File: src/rtl/timer_pkg.sv
// Shared types, BCD limits and input clamping for the countdown timer.
package timer_pkg;

  typedef enum logic [1:0] {
    StIdle    = 2'd0,
    StRun     = 2'd1,
    StPause   = 2'd2,
    StExpired = 2'd3
  } timer_state_e;

  localparam logic [3:0] DIGIT_MAX    = 4'd9;
  localparam logic [3:0] TENS_SEC_MAX = 4'd5;

  // Saturate a preset digit to the largest legal value for its position.
  function automatic logic [3:0] clamp_digit(input logic [3:0] d, input logic [3:0] max);
    return (d > max) ? max : d;
  endfunction

endpackage

File: src/rtl/countdown_timer_if.sv
// Preset/control inputs and BCD/status outputs of the countdown timer.
interface countdown_timer_if;
  logic [3:0] M_in1;
  logic [3:0] M_in0;
  logic [3:0] S_in1;
  logic [3:0] S_in0;
  logic       LD_timer;
  logic       start;
  logic       pause;
  logic       STOP_al;
  logic [3:0] M_out1;
  logic [3:0] M_out0;
  logic [3:0] S_out1;
  logic [3:0] S_out0;
  logic       running;
  logic       Expired;

  modport master (
    output M_in1, M_in0, S_in1, S_in0, LD_timer, start, pause, STOP_al,
    input  M_out1, M_out0, S_out1, S_out0, running, Expired
  );

  modport slave (
    input  M_in1, M_in0, S_in1, S_in0, LD_timer, start, pause, STOP_al,
    output M_out1, M_out0, S_out1, S_out0, running, Expired
  );
endinterface

File: src/rtl/bcd_digit_dec.sv
// One stage of a BCD down-counting borrow chain.
module bcd_digit_dec (
  input  logic [3:0] digit_i,
  input  logic [3:0] max_i,
  input  logic       borrow_i,
  output logic [3:0] digit_o,
  output logic       borrow_o
);

  // Decrement on borrow-in; zero wraps to max_i and passes the borrow on.
  always_comb begin
    digit_o  = digit_i;
    borrow_o = 1'b0;
    if (borrow_i) begin
      if (digit_i == 4'd0) begin
        digit_o  = max_i;
        borrow_o = 1'b1;
      end else begin
        digit_o = digit_i - 4'd1;
      end
    end
  end

endmodule

File: src/rtl/countdown_timer.sv
// MM:SS kitchen timer: load, run/pause, count down at 1 Hz, flag expiry until acknowledged.
module countdown_timer
  import timer_pkg::*;
#(
  parameter int unsigned BEEP_SECS   = 30,
  parameter int unsigned AUTO_RELOAD = 0
) (
  input  logic                clk_1s,
  input  logic                reset,
  countdown_timer_if.slave    bus_io
);

  localparam int unsigned BeepW = (BEEP_SECS == 0) ? 1 : $clog2(BEEP_SECS + 1);

  timer_state_e     state_q, state_d;
  logic [15:0]      cnt_q, cnt_d;        // {M1, M0, S1, S0}
  logic [15:0]      preset_q, preset_d;
  logic [BeepW-1:0] beep_q, beep_d;

  logic [3:0]  dec_s0, dec_s1, dec_m0, dec_m1;
  logic        brw_s0, brw_s1, brw_m0, underflow;
  logic [15:0] dec_cnt, load_val;
  logic        cnt_zero, dec_zero, beep_done;
  logic [31:0] beep_ext;

  // The chain always borrows into S0; a borrow out of M1 means the count is 00:00.
  bcd_digit_dec u_dec_s0 (
    .digit_i (cnt_q[3:0]),   .max_i (DIGIT_MAX),    .borrow_i (1'b1),
    .digit_o (dec_s0),       .borrow_o (brw_s0)
  );
  bcd_digit_dec u_dec_s1 (
    .digit_i (cnt_q[7:4]),   .max_i (TENS_SEC_MAX), .borrow_i (brw_s0),
    .digit_o (dec_s1),       .borrow_o (brw_s1)
  );
  bcd_digit_dec u_dec_m0 (
    .digit_i (cnt_q[11:8]),  .max_i (DIGIT_MAX),    .borrow_i (brw_s1),
    .digit_o (dec_m0),       .borrow_o (brw_m0)
  );
  bcd_digit_dec u_dec_m1 (
    .digit_i (cnt_q[15:12]), .max_i (DIGIT_MAX),    .borrow_i (brw_m0),
    .digit_o (dec_m1),       .borrow_o (underflow)
  );

  assign dec_cnt  = {dec_m1, dec_m0, dec_s1, dec_s0};
  assign cnt_zero = underflow;
  assign dec_zero = (dec_cnt == 16'h0000);
  assign load_val = {clamp_digit(bus_io.M_in1, DIGIT_MAX), clamp_digit(bus_io.M_in0, DIGIT_MAX),
                     clamp_digit(bus_io.S_in1, TENS_SEC_MAX), clamp_digit(bus_io.S_in0, DIGIT_MAX)};
  assign beep_ext  = 32'(beep_q);
  assign beep_done = (BEEP_SECS != 0) && ((beep_ext + 32'd1) == BEEP_SECS);

  // Next-state: load beats pause beats start; expiry and acknowledge handling.
  always_comb begin
    state_d  = state_q;
    cnt_d    = cnt_q;
    preset_d = preset_q;
    beep_d   = '0;
    unique case (state_q)
      StIdle, StPause: begin
        if (bus_io.LD_timer) begin
          cnt_d    = load_val;
          preset_d = load_val;
          state_d  = StIdle;
        end else if (bus_io.pause) begin
          state_d = state_q;
        end else if (bus_io.start && !cnt_zero) begin
          state_d = StRun;
        end
      end
      StRun: begin
        if (bus_io.pause) begin
          state_d = StPause;
        end else begin
          if (!cnt_zero) cnt_d = dec_cnt;
          if (cnt_zero || dec_zero) state_d = StExpired;
        end
      end
      StExpired: begin
        if (bus_io.LD_timer) begin
          cnt_d    = load_val;
          preset_d = load_val;
          state_d  = StIdle;
        end else if (bus_io.STOP_al || beep_done) begin
          state_d = StIdle;
          cnt_d   = (AUTO_RELOAD != 0) ? preset_q : 16'h0000;
        end else begin
          beep_d = beep_q + BeepW'(1);
        end
      end
      default: state_d = StIdle;
    endcase
  end

  // State registers with asynchronous active-high reset.
  always_ff @(posedge clk_1s or posedge reset) begin
    if (reset) begin
      state_q  <= StIdle;
      cnt_q    <= 16'h0000;
      preset_q <= 16'h0000;
      beep_q   <= '0;
    end else begin
      state_q  <= state_d;
      cnt_q    <= cnt_d;
      preset_q <= preset_d;
      beep_q   <= beep_d;
    end
  end

  assign bus_io.M_out1  = cnt_q[15:12];
  assign bus_io.M_out0  = cnt_q[11:8];
  assign bus_io.S_out1  = cnt_q[7:4];
  assign bus_io.S_out0  = cnt_q[3:0];
  assign bus_io.running = (state_q == StRun);
  assign bus_io.Expired = (state_q == StExpired);

endmodule
File: src/flat_wrapper.sv
// flat-port wrapper written by rule: the top's interface ports become plain ports
module countdown_timer_flat import timer_pkg::*;
#(
  parameter int unsigned BEEP_SECS   = 30,
  parameter int unsigned AUTO_RELOAD = 0
)
  (clk_1s, reset, bus_io_M_in1, bus_io_M_in0, bus_io_S_in1, bus_io_S_in0, bus_io_LD_timer, bus_io_start, bus_io_pause, bus_io_STOP_al, bus_io_M_out1, bus_io_M_out0, bus_io_S_out1, bus_io_S_out0, bus_io_running, bus_io_Expired);
  countdown_timer_if bus_io_i ();
  input  logic clk_1s;
  input  logic reset;
  input wire logic [$bits(bus_io_i.M_in1)-1:0] bus_io_M_in1;
  input wire logic [$bits(bus_io_i.M_in0)-1:0] bus_io_M_in0;
  input wire logic [$bits(bus_io_i.S_in1)-1:0] bus_io_S_in1;
  input wire logic [$bits(bus_io_i.S_in0)-1:0] bus_io_S_in0;
  input wire logic [$bits(bus_io_i.LD_timer)-1:0] bus_io_LD_timer;
  input wire logic [$bits(bus_io_i.start)-1:0] bus_io_start;
  input wire logic [$bits(bus_io_i.pause)-1:0] bus_io_pause;
  input wire logic [$bits(bus_io_i.STOP_al)-1:0] bus_io_STOP_al;
  output wire logic [$bits(bus_io_i.M_out1)-1:0] bus_io_M_out1;
  output wire logic [$bits(bus_io_i.M_out0)-1:0] bus_io_M_out0;
  output wire logic [$bits(bus_io_i.S_out1)-1:0] bus_io_S_out1;
  output wire logic [$bits(bus_io_i.S_out0)-1:0] bus_io_S_out0;
  output wire logic [$bits(bus_io_i.running)-1:0] bus_io_running;
  output wire logic [$bits(bus_io_i.Expired)-1:0] bus_io_Expired;
  assign bus_io_i.M_in1 = bus_io_M_in1;
  assign bus_io_i.M_in0 = bus_io_M_in0;
  assign bus_io_i.S_in1 = bus_io_S_in1;
  assign bus_io_i.S_in0 = bus_io_S_in0;
  assign bus_io_i.LD_timer = bus_io_LD_timer;
  assign bus_io_i.start = bus_io_start;
  assign bus_io_i.pause = bus_io_pause;
  assign bus_io_i.STOP_al = bus_io_STOP_al;
  assign bus_io_M_out1 = bus_io_i.M_out1;
  assign bus_io_M_out0 = bus_io_i.M_out0;
  assign bus_io_S_out1 = bus_io_i.S_out1;
  assign bus_io_S_out0 = bus_io_i.S_out0;
  assign bus_io_running = bus_io_i.running;
  assign bus_io_Expired = bus_io_i.Expired;
  countdown_timer #(.BEEP_SECS(BEEP_SECS), .AUTO_RELOAD(AUTO_RELOAD)) u_core (.clk_1s(clk_1s), .reset(reset), .bus_io(bus_io_i));
endmodule
File: config.mk
export PLATFORM = sky130hd
export DESIGN_NAME = countdown_timer_flat
export DESIGN_NICKNAME = d
export VERILOG_FILES = /design/src/rtl/timer_pkg.sv /design/src/rtl/countdown_timer_if.sv /design/src/rtl/bcd_digit_dec.sv /design/src/rtl/countdown_timer.sv /design/src/flat_wrapper.sv
export SDC_FILE = /design/constraint.sdc
export NUM_CORES = 1
export LEC_CHECK = 0
export BUFFER_PORTS_ARGS = -buffer_cell sky130_fd_sc_hd__buf_2
export CORE_AREA = 2 2 82 60
export DETAILED_ROUTE_END_ITERATION = 8
export DIE_AREA = 0 0 84 62
export SKIP_LAST_GASP = 1
export SYNTH_ARGS = -nofsm -noshare
export SYNTH_HDL_FRONTEND = slang
export SYNTH_SLANG_ARGS = --single-unit
File: constraint.sdc
create_clock -name clk_1s -period 4.05 [get_ports clk_1s]
set_clock_uncertainty 0.05 [all_clocks]
set_input_delay 0.405 -clock clk_1s [delete_from_list [all_inputs] [get_ports clk_1s]]
set_output_delay 0.405 -clock clk_1s [all_outputs]
set_load 0.02 [all_outputs]
==> metrics.md <==
| Metric | Value |
|---|---|
| Met3 Wirelength | `approximately 320 um` |
| FF+latch count, synth | `23` |
| Die width | `84 um` |
| Final Hold Fails | `0` |
| Initial antenna violation count | `0` |
| HP Class | `in -> async` |
| Register area share after synthesis | `between 30% and 40%` |
| Unrepaired setup endpoints after global routing | `false` |
| Worst setup SP type | `register` |
| TritonCTS clock tree | `built` |
| Largest family of logic cells by synthesized area | `compound AO/OA/AOI/OAI gates` |
| Setup_tns | `0 ps` |
| FFs w/ async S/R, synth | `100%` |
| Leakage | `between 0.7 and 0.8 nW` |
| Yosys cell types | `slightly above 40` |
| Post-synthesis simple-gate area fraction | `22.3%` |
| Full die area | `~5200 um2` |
| Vias | `between 1,000 and 1,500` |
| Post-CTS Hold Fix Bufs | `0` |
| CTS resizes | `0` |
| Post-Syn Instances | `~180` |
| Vias per inst | `between 5 and 6` |
| Row count | `21` |
| Initial Util | `roughly 33%` |
| Cell area after synthesis | `approximately 1500 um2` |
| Crit-path max FO | `21` |
| # clock sinks | `23` |
| YS warnings | `0` |
| Place WS | `about 960 ps` |
| Diode count | `0` |
| Drt pass-1 iters | `4` |
| Commonest non-fill, non-tap cell in the layout | `buf_2` |
| First-pass GRT wire length | `around 6.2 mm` |
| Commonest non-fill, non-tap cells in the layout | `39 x buf_2, 27 x nor2_1, 25 x o21ai_0` |
| Top FF cell, synth | `dfrtp_1` |
| Root buffer cell | `clkbuf_8` |
| Core Util, Final | `38.6%` |
| Clk slew on worst S/H paths | `~90 ps` |
| Share of cells above drive strength 1 | `approximately 23%` |
| Adder-cell share of the synthesized area | `4.18%` |
| Max-cap viol count | `0` |
| Core footprint | `4550 um2` |
| CTS max path bufs | `2` |
| Minimum clock period | `between 3000 and 4000 ps` |
| Clock Latency Late Sink | `between 200 and 300 ps` |
| Setup WS post-layout | `roughly 950 ps` |
| DRT iter0 DRCs | `66` |
| H-tree depth | `1` |
| Max Slew Vio Count | `0` |
| Setup violators final | `0` |
| Area growth syn-to-layout | `17.4%` |
| Setup CP Type | `reg -> reg` |
| Routed Antenna Nets | `0` |
| Largest net degree at the start of global routing | `24` |
| Avg WL per Cell | `14.5 um` |
| Dpl hpwl | `2.92 mm` |
| GPL Wtd Cong | `between 0.7 and 0.8` |
| Chip Height | `62 um` |
| Setup bufs post-CTS | `0` |
| Worst EP arrival | `between 3000 and 4000 ps` |
| Vias in the first global route | `approximately 1,200` |
| IO Pins | `40` |
| Syn avg cell area | `roughly 8.4 um2` |
| Total gr overflow | `0` |
| P per Cell Area | `about 410 nW/um2` |
| Gr usage total | `about 15%` |
| Compound-Gate Fraction of Synth Area | `between 20% and 30%` |
| Number of flops mapped to enable cells by yosys | `0` |
| XOR/XNOR share of the synthesized area | `between 2 and 2.5%` |
| Worst Path Required | `4190 ps` |
| Placed instance area | `roughly 1700 um2` |
| Slew @ Worst Pin | `around 920 ps` |
| DRC viols | `0` |
| Metal-1 WL | `a little over 2 mm` |
| Highest routed layer | `met4` |
| Fin area | `between 1500 and 2000 um2` |
| Peak VDD IR | `0.222 mV` |
| WL met2 | `between 1.5 and 2 mm` |
| Routed Wire Length | `around 3.9 mm` |
| CTS buffer count | `3` |
| Setup crit end kind | `register` |
| Buffers on Ports | `39` |
| Max transition margin | `a little under two fifths` |
| Max frequency | `~320 MHz` |
| Status | `finished, final reports clean` |
| Period utilization | `between 70% and 80%` |
| Syn Nets | `approximately 200` |
| Post-synthesis mux area share | `0%` |
| Final nets | `240` |
==> where the power goes <==
part	internal (mW)	switching, mW
clock network	0.0688	0.0794
logic	0.0906	0.169
registers	0.264	0.0469
==> sequential cells by signal, summed over array words and instances (netlist names) <==
signal,count
u_core.beep_q,5
u_core.cnt_q,16
u_core.state_q,2
==> metrics by stage <==
step	instances	power [mW]	hold WS (ps)
floorplan	177	0.491	357
global placement	265	0.572	431
detailed placement	265	0.573	439
CTS	269	0.721	328
global route	269	0.767	336
finish	269	0.719	276
==> layout make-up <==
type	count	area [um2]
fill	470	2790
multi-input combinational	138	837
sequential	23	576
timing repair buffer	39	195
tap	57	71.3
clock buffer	3	41.3
inverter	8	30.0
clock inverter	1	5.00
==> cells by family (layout without fill, tap and decap cells) <==
logic type               Yosys count  count (layout)
AO/OA/AOI/OAI                     62              62
flip-flops                        23              23
XOR/XNOR                           4               4
buffers and inverters             16              51
adder cells (fa/ha/maj)            5               5
AND/OR/NAND/NOR                   67              67
==> synth_stat cells (3+ instances only) <==
cell	instances	area, um2
nand2b_1	4	25.0
o21ai_0	25	125
dfrtp_1	23	576
a21oi_1	13	65.1
nand2_1	13	48.8
clkbuf_1	4	15.0
nor3_1	4	20.0
xor2_1	3	26.3
inv_1	8	30.0
nor2_1	27	101
nand3_1	4	20.0
ha_1	5	62.6
nor4_1	3	18.8
==> path summary, 6_finish.rpt <==
path                                             startpoint                             to  slack (ps)  depth (start not counted)
worst max-delay path            u_core.cnt_q[1]$_DFFE_PP0P_    u_core.cnt_q[9]$_DFFE_PP0P_         950                          8
worst min-delay path                                  reset   u_core.cnt_q[12]$_DFFE_PP0P_         280                          2
worst max register to register  u_core.cnt_q[1]$_DFFE_PP0P_    u_core.cnt_q[9]$_DFFE_PP0P_         950                          8
worst min register to register   u_core.beep_q[0]$_DFF_PP0_     u_core.beep_q[0]$_DFF_PP0_         450                          1
max in group asynchronous                             reset    u_core.cnt_q[9]$_DFFE_PP0P_        3110                          2
min in group clk_1s                            bus_io_pause  u_core.state_q[0]$_DFFE_PP0P_         340                          2
==> critical path, stage by stage (launching register included) <==
cell	delay (ps)
dfrtp_1	400
inv_1	150
ha_1	210
or4b_1	640
nor3_4	390
a31oi_4	160
o221ai_2	660
o21ai_0	230
o21ai_0	110
==> per-layer routing <==
layer	global-route usage, %	up-vias
met5	0	-
met4	3.00	0
met3	3.57	2
met2	21.6	55
met1	23.7	660
li1	-	711
(Power assumes the default switching activity.)
